--- src/rtl/led_freq_detector.sv ---
// Half-period meter for a slow square wave: synchronises the input, times the gap between
// successive edges and classifies it into the 10/5/2/1 Hz blinker bands with a lock flag.
module led_freq_detector #(
  parameter  int unsigned g_COUNT_10HZ = 1250000,
  parameter  int unsigned g_COUNT_5HZ  = 2500000,
  parameter  int unsigned g_COUNT_2HZ  = 6250000,
  parameter  int unsigned g_COUNT_1HZ  = 12500000,
  parameter  int unsigned g_TOL_SHIFT  = 3,
  parameter  int unsigned g_LOCK_COUNT = 4,
  localparam int unsigned c_TIMEOUT    = 2 * g_COUNT_1HZ,
  localparam int unsigned c_W          = $clog2(c_TIMEOUT + 1)
) (
  input  logic           i_Clk,
  input  logic           i_Rst,
  input  logic           i_Sig,
  output logic           o_Valid,
  output logic [c_W-1:0] o_Half_Period,
  output logic [2:0]     o_Freq_Code,
  output logic           o_Locked
);

  localparam int unsigned c_LW = $clog2(g_LOCK_COUNT + 1);
  localparam logic [c_LW-1:0] c_LOCK = c_LW'(g_LOCK_COUNT);
  localparam logic [c_W-1:0]  c_TMO  = c_W'(c_TIMEOUT);

  typedef enum logic {ST_IDLE, ST_MEAS} t_state;

  t_state          r_State;
  logic            r_S1, r_S2, r_S3;
  logic [c_W-1:0]  r_Cnt;
  logic [c_LW-1:0] r_Match;

  logic            w_Edge;
  logic [2:0]      w_Code;
  logic [c_LW-1:0] w_Match_Next;

  // One extra bit keeps the subtraction free of wrap-around for any counter value.
  function automatic logic band_match(input logic [c_W-1:0] h, input int unsigned c);
    logic [c_W:0] v_h, v_c, v_tol, v_diff;
    v_h    = {1'b0, h};
    v_c    = (c_W + 1)'(c);
    v_tol  = v_c >> g_TOL_SHIFT;
    v_diff = (v_h >= v_c) ? (v_h - v_c) : (v_c - v_h);
    return (v_diff <= v_tol);
  endfunction

  assign w_Edge = r_S2 ^ r_S3;

  // NOTE: every always_comb output gets a default first so no path can infer a latch.
  always_comb begin
    w_Code = 3'd0;
    if      (band_match(r_Cnt, g_COUNT_10HZ)) w_Code = 3'd4;
    else if (band_match(r_Cnt, g_COUNT_5HZ))  w_Code = 3'd3;
    else if (band_match(r_Cnt, g_COUNT_2HZ))  w_Code = 3'd2;
    else if (band_match(r_Cnt, g_COUNT_1HZ))  w_Code = 3'd1;
  end

  always_comb begin
    w_Match_Next = '0;
    if (w_Code != 3'd0) begin
      if (w_Code == o_Freq_Code)
        w_Match_Next = (r_Match >= c_LOCK) ? c_LOCK : r_Match + c_LW'(1);
      else
        w_Match_Next = c_LW'(1);
    end
  end

  // NOTE: sequential state uses non-blocking assignments so every flop samples pre-edge values.
  always_ff @(posedge i_Clk) begin
    if (i_Rst) begin
      r_S1          <= 1'b0;
      r_S2          <= 1'b0;
      r_S3          <= 1'b0;
      r_State       <= ST_IDLE;
      r_Cnt         <= '0;
      r_Match       <= '0;
      o_Valid       <= 1'b0;
      o_Half_Period <= '0;
      o_Freq_Code   <= 3'd0;
      o_Locked      <= 1'b0;
    end else begin
      r_S1    <= i_Sig;
      r_S2    <= r_S1;
      r_S3    <= r_S2;
      o_Valid <= 1'b0;
      case (r_State)
        ST_IDLE: begin
          r_Cnt <= '0;
          if (w_Edge) begin
            r_Cnt   <= c_W'(1);
            r_State <= ST_MEAS;
          end
        end
        ST_MEAS: begin
          if (w_Edge) begin
            o_Half_Period <= r_Cnt;
            o_Valid       <= 1'b1;
            o_Freq_Code   <= w_Code;
            r_Match       <= w_Match_Next;
            o_Locked      <= (w_Match_Next >= c_LOCK);
            r_Cnt         <= c_W'(1);
          end else if (r_Cnt >= c_TMO) begin
            // Input went quiet: drop the band and lock but keep the last measurement.
            r_State     <= ST_IDLE;
            r_Cnt       <= '0;
            r_Match     <= '0;
            o_Freq_Code <= 3'd0;
            o_Locked    <= 1'b0;
          end else begin
            r_Cnt <= r_Cnt + c_W'(1);
          end
        end
        default: r_State <= ST_IDLE;
      endcase
    end
  end

endmodule

--- config.mk ---
export PLATFORM = sky130hd
export DESIGN_NAME = led_freq_detector
export DESIGN_NICKNAME = d
export VERILOG_FILES = /design/src/rtl/led_freq_detector.sv
export SDC_FILE = /design/constraint.sdc
export NUM_CORES = 1
export LEC_CHECK = 0
export CAP_MARGIN = 30
export CORE_UTILIZATION = 37
export CTS_CLUSTER_SIZE = 40
export DETAILED_ROUTE_END_ITERATION = 10
export PLACE_DENSITY_LB_ADDON = 0.15
export SYNTH_ARGS = -nofsm -noshare
export SYNTH_HDL_FRONTEND = slang
export SYNTH_SLANG_ARGS = --single-unit
--- constraint.sdc ---
create_clock -name i_Clk -period 9.6 [get_ports i_Clk]
set_clock_uncertainty 0.1 [all_clocks]
set_input_delay 2.4 -clock i_Clk [delete_from_list [all_inputs] [get_ports i_Clk]]
set_output_delay 2.4 -clock i_Clk [all_outputs]
set_load 0.03 [all_outputs]
; After elaboration in Yosys (flattened, before gate mapping)
; Index checks and enable logic that the tools add are counted.
[totals]
register_bits = 62
input_bits = 3
out_inout_bits = 30
word_cells = 63
[op_classes]
n_addsub = 10
n_lt_le_gt_ge = 11
n_eq_ne = 1
mux = 24
bitwise = 2
reduce_logical = 5
[op_table]
columns = cell, n
row1 = 26-bit two-way mux, 4
row2 = 25-bit two-way mux, 2
row3 = 25-bit case mux with 2 select lines, 1
row4 = "26-bit by 18-bit less-or-equal comparator with 1-bit output, second input constant", 1
row5 = "26-bit by 19-bit less-or-equal comparator with 1-bit output, second input constant", 1
row6 = "26-bit by 20-bit less-or-equal comparator with 1-bit output, second input constant", 1
row7 = "26-bit by 21-bit less-or-equal comparator with 1-bit output, second input constant", 1
row8 = "21-bit by 25-bit subtractor with 26-bit output, first input constant", 1
row9 = "22-bit by 25-bit subtractor with 26-bit output, first input constant", 1
row10 = "23-bit by 25-bit subtractor with 26-bit output, first input constant", 1
row11 = "24-bit by 25-bit subtractor with 26-bit output, first input constant", 1
row12 = "25-bit by 21-bit subtractor with 26-bit output, second input constant", 1
row13 = "25-bit by 22-bit subtractor with 26-bit output, second input constant", 1
row14 = "25-bit by 23-bit subtractor with 26-bit output, second input constant", 1
row15 = "25-bit by 24-bit subtractor with 26-bit output, second input constant", 1
row16 = "25-bit by 1-bit adder with 25-bit output, second input constant", 1
row17 = "25-bit by 21-bit >= comparator with 1-bit output, second input constant", 1
row18 = "25-bit by 22-bit >= comparator with 1-bit output, second input constant", 1
row19 = "25-bit by 23-bit >= comparator with 1-bit output, second input constant", 1
row20 = "25-bit by 24-bit >= comparator with 1-bit output, second input constant", 1
row21 = "25-bit >= comparator, second input constant", 1
row22 = 3-bit two-way mux, 7
row23 = 1-bit two-way mux, 7
row24 = "3-bit >= comparator, second input constant", 2
row25 = 10 further kinds, 12

; Logic depth before layout (Yosys ltp)
[depth]
word_depth = 12
mapped_depth = 18
ltp_nobuf = 14

; Least setup slack after synthesis
; OpenSTA, ideal clock, no wires.
[synth_timing]
kind = register to register
from = reg r_Cnt[4]
to = reg r_Match[0]
setup_time_ns = 0.117
t_arrival_ns = 4.016
required_ns = 9.383
setup_slack_ns = 5.368
path_stages_with_launch = 18
path_buffers = 3
synth_period_minus_slack_ns = 4.232
cell_sequence = dfxtp_1 clkbuf_1 clkbuf_1 inv_1 ha_1 clkbuf_1 or4b_2 a41oi_1 nand2b_1 xnor2_1 or3b_1 o311ai_1 nand4bb_1 a31o_1 a211oi_1 mux2_2 o221ai_1 a22o_1
[synth_via]
elab_chain_len = 11
elab_cells_between_ends = 32
classes_between = 8 x add/sub / 9 x order compare / 1 x eq/ne / 11 x mux / 3 x reduce/logical
[synth_lines]
columns = item, line
row1 = "start, declared", 30  ; logic [c_W-1:0] r_Cnt;
row2 = "start signal, assigned", 90  ; r_Cnt <= c_W'(1);
row3 = "start signal, assigned", 101  ; r_Cnt <= c_W'(1);
row4 = "start signal, assigned", 110  ; r_Cnt <= r_Cnt + c_W'(1);
row5 = "24-bit by 25-bit subtractor with 26-bit output, or another cell as far along", 43  ; v_diff = (v_h >= v_c) ? (v_h - v_c) : (v_c - v_h);
row6 = 26-bit two-way mux, 43
row7 = 26-bit by 21-bit less-or-equal comparator with 1-bit output, 44  ; return (v_diff <= v_tol);
row8 = 1-bit two-way mux, 55  ; else if (band_match(r_Cnt, g_COUNT_1HZ)) w_Code = 3'd1;
row9 = 2-bit two-way mux, 54  ; else if (band_match(r_Cnt, g_COUNT_2HZ)) w_Code = 3'd2;
row10 = 2-bit two-way mux, 53  ; else if (band_match(r_Cnt, g_COUNT_5HZ)) w_Code = 3'd3;
row11 = 3-bit two-way mux, 52  ; if (band_match(r_Cnt, g_COUNT_10HZ)) w_Code = 3'd4;
row12 = 3-bit == test, 61  ; if (w_Code == o_Freq_Code)
row13 = 3-bit two-way mux, 61
row14 = 3-bit two-way mux, 60  ; if (w_Code != 3'd0) begin
row15 = 3-bit two-way mux, 95  ; if (w_Edge) begin
row16 = "end signal, assigned", 99  ; r_Match <= w_Match_Next;
row17 = "end, declared", 31  ; logic [c_LW-1:0] r_Match;
; Parallel ways exist; a longest one is shown, timed or not.
; A chain may end at the register's enable or synchronous reset.

; Final worst setup path
[layout_timing]
from = reg r_Cnt[6]
to = reg o_Locked
[layout_via]
elab_chain_len = 12
elab_cells_between_ends = 33
classes_between = 8 x add/sub / 10 x order compare / 1 x eq/ne / 11 x mux / 3 x reduce/logical
[layout_lines]
columns = item, line
row1 = "24-bit by 25-bit subtractor with 26-bit output, or another cell as far along", 43
row2 = 26-bit two-way mux, 43
row3 = 26-bit by 21-bit less-or-equal comparator with 1-bit output, 44
row4 = 1-bit two-way mux, 55
row5 = 2-bit two-way mux, 54
row6 = 2-bit two-way mux, 53
row7 = 3-bit two-way mux, 52
row8 = 3-bit == test, 61
row9 = 3-bit two-way mux, 61
row10 = 3-bit two-way mux, 60
row11 = 3-bit >= comparator, 100  ; o_Locked <= (w_Match_Next >= c_LOCK);
row12 = 1-bit two-way mux, 95
row13 = "end signal, assigned", 100
row14 = "end, declared", 19  ; output logic o_Locked
; Parallel ways exist; a longest one is shown, timed or not.

==> out/results.ini <==
[detailed_routing]
drcViolationCount=0
first_pass_iters=5
wl_per_cell_microns=20.7
viasPerCell=6.24
drt_iter0_drc=809
wirelength_mm=26.3
ant_nets=0
vias=7916

[synth]
synth_compound_area_frac=0.319
syn-num-nets=1047
synth_top_family_by_area=compound AO/OA/AOI/OAI gates
synth-async-reset-ratio=0
synthMuxAreaShare=0.0131
synth_warnings=0
ys_seq_area_frac=0.170
syn_inst=1029
mappedNetlistArea_sq_um=7180
synth.distinct_cells=99
synth_edf_count=0
ys_ff_latch=61
synth-xor-area-share=0.0854
synthFlopType=dfxtp_1
synthAdderAreaFrac=0.0261
yosys.area_share.simple=0.316
syn_area_per_cell_sq_um=6.98

[setup_path]
critPathSlowestCell=o21ai_2
worstPathMaxFanout=25
startpoint_type=flip-flop
worst_ep_required_time_ns=9.73
end_kind=flip-flop
reg2reg_depth=14
rrSetupSlack_ns=4.28
slowest_delay_ns=0.67
critPathArrivalTime_ns=5.44
crit_type=reg2reg
rr_endpoint=o_Locked
crit_chain=inv_1, ha_1, nor2b_1, nand4_1, o21ai_2, nor2_1, o221ai_1, nand4_1, nor4_1, a32oi_1, o21ai_1, mux2_2, o221ai_2, o221ai_2
rr_startpoint=r_Cnt[6]

[finish]
regArea_sq_um=1220
fillers=2009
multiInputGateArea_sq_um=5450
nets=1021
syn_to_final_growth_pct=10.3
final_common_cell=nand2_1
diodes=0
mostFrequentLayoutCells=nand2_1 (135), nor2_1 (83), a21oi_1 (77)
drive_gt1_frac=0.0804

[power]
ir_drop_mv=0.0801
totalPowerFinal_mw=0.644
p_leak_nw=2.59
p_per_area_nw_per_um2=81.3

[timing]
setup_violations=0
finalSetupTns_ns=0
tightestPinTransition_ns=1.08
fmax_mhz=188
relSlewSlack=0.277
period_share=0.554
finalCriticalPeriod_ns=5.32
slew_violations=0
rsz0062_at_grt=false
hold_viol_final=0

[floorplan]
core_sq_um=18800
std_cell_rows=50
die_w_microns=141
die_h_microns=141
initial_core_util=0.381
die_area_sq_um=20000
ioPinCount=33

[hold_path]
whs_endpoint=o_Half_Period[24]
hold_path_depth=2
min_from=o_Half_Period[24]
holdCritPathClass=reg2reg

[global_route]
grt_pass1_wl_mm=41.5
grt_pass1_vias=7166
grtUsageTotal=0.267
overflow=0
grt_max_degree=40
antenna_found_initial=0

[place]
gp_congestion=0.939
dp_hpwl_mm=18.6
io_buffers=32

[clock_tree]
root_buffer=clkbuf_16
htreeDepth=3
cts_resized=0
post_cts_buffers=0
cts_hold_buf=0
clock_sinks=61
clock_latency_ns=0.35
cts_tree=done
numCtsBuffers=9
clockBufferDepth=2
path_clk_slew_ns=0.05

[flow_run]
max_cap_violations=0

[status]
outcome=completed

-- per-layer routing --
layer  share of wire  up-vias  track usage  routed length (microns)
li1                -     3745            -                        -
met1            0.46     3758        0.382                    12100
met2            0.44      365        0.397                    11400
met3           0.076       48       0.0466                     1980
met4           0.029        0        0.102                      758
met5               0        -            0                        0
-- kinds of logic (layout without fill, tap and decap cells) --
logic type                 count (synthesis)  count (layout)
and+or+nand+nor                          435             435
AOI/OAI and AO/OA                        326             326
buffers and inverters                    113              92
xor gates and xnor gates                  70              70
DFF                                       61              61
adders and majority gates                 15              15
muxes                                      9               9
-- registers in the layout (all words and copies together), names as in the netlist, 2 cells and up --
| register | flops |
|---|---|
| o_Freq_Code | 3 |
| o_Half_Period | 25 |
| r_Cnt | 25 |
| r_Match | 2 |
-- metrics by stage --
step | hold WS [ns] | setup WS [ns] | cells | util | cell area (sq um)
6_report | 0.350 | 4.28 | 1268 | 0.420 | 7920
3_5_place_dp | 0.346 | 4.45 | 1252 | 0.403 | 7590
5_1_grt | 0.373 | 4.00 | 1268 | 0.420 | 7920
3_3_place_gp | 0.343 | 4.59 | 1251 | 0.402 | 7560
4_1_cts | 0.355 | 4.42 | 1268 | 0.420 | 7920
2_1_floorplan | 0.314 | 5.37 | 1029 | - | 7180
-- cell type report --
| class | count | area share |
|---|---|---|
| clock inverter | 4 | 0.00885 |
| inverter | 21 | 0.00996 |
| tap | 260 | 0.0411 |
| clock buffer | 12 | 0.0324 |
| multi-input combinational | 855 | 0.689 |
| timing repair buffer | 55 | 0.0648 |
| sequential | 61 | 0.154 |
-- report_power, final --
group	total [mW]	switching, mW	internal (mW)	leakage (nW)
clock	0.363	0.122	0.240	0.163
combinational	0.0249	0.0161	0.00879	1.93
sequential	0.256	0.00171	0.255	0.492
total	0.644	0.140	0.504	2.59
-- how the worst max path moves through the flow --
stage | start | end | slack (ns) | cells past startpoint
floorplan | r_Cnt[4] | r_Match[0] | 5.37 | 17
global placement | r_Cnt[6] | o_Locked | 4.59 | 14
detailed placement | r_Cnt[6] | o_Locked | 4.45 | 14
CTS | r_Cnt[6] | o_Locked | 4.42 | 14
global route | r_Cnt[6] | o_Locked | 4.00 | 14
finish | r_Cnt[6] | o_Locked | 4.28 | 14
-- cells in the mapped netlist, drive strengths merged (15+ instances only) --
cell,n,area share
a211oi,22,0.025
a21oi,78,0.055
a31oi,21,0.018
and2,15,0.014
buf,45,0.035
clkbuf,47,0.025
dfxtp,61,0.17
ha,15,0.026
inv,18,0.0094
nand2,137,0.072
nand3,33,0.023
nand4,16,0.015
nor2,84,0.044
nor2b,16,0.014
nor3,30,0.024
o21ai,53,0.038
o31ai,15,0.017
xnor2,57,0.070
-- worst max-delay path, delay by kind of cell, from the launching register on --
family / cells / cell delay [ns]
adders and majority gates: 1 / 0.19
DFF: 1 / 0.62
AOI/OAI and AO/OA: 6 / 1.93
and+or+nand+nor: 5 / 1.54
muxes: 1 / 0.44
buffers and inverters: 1 / 0.37
(Power assumes the default switching activity.)
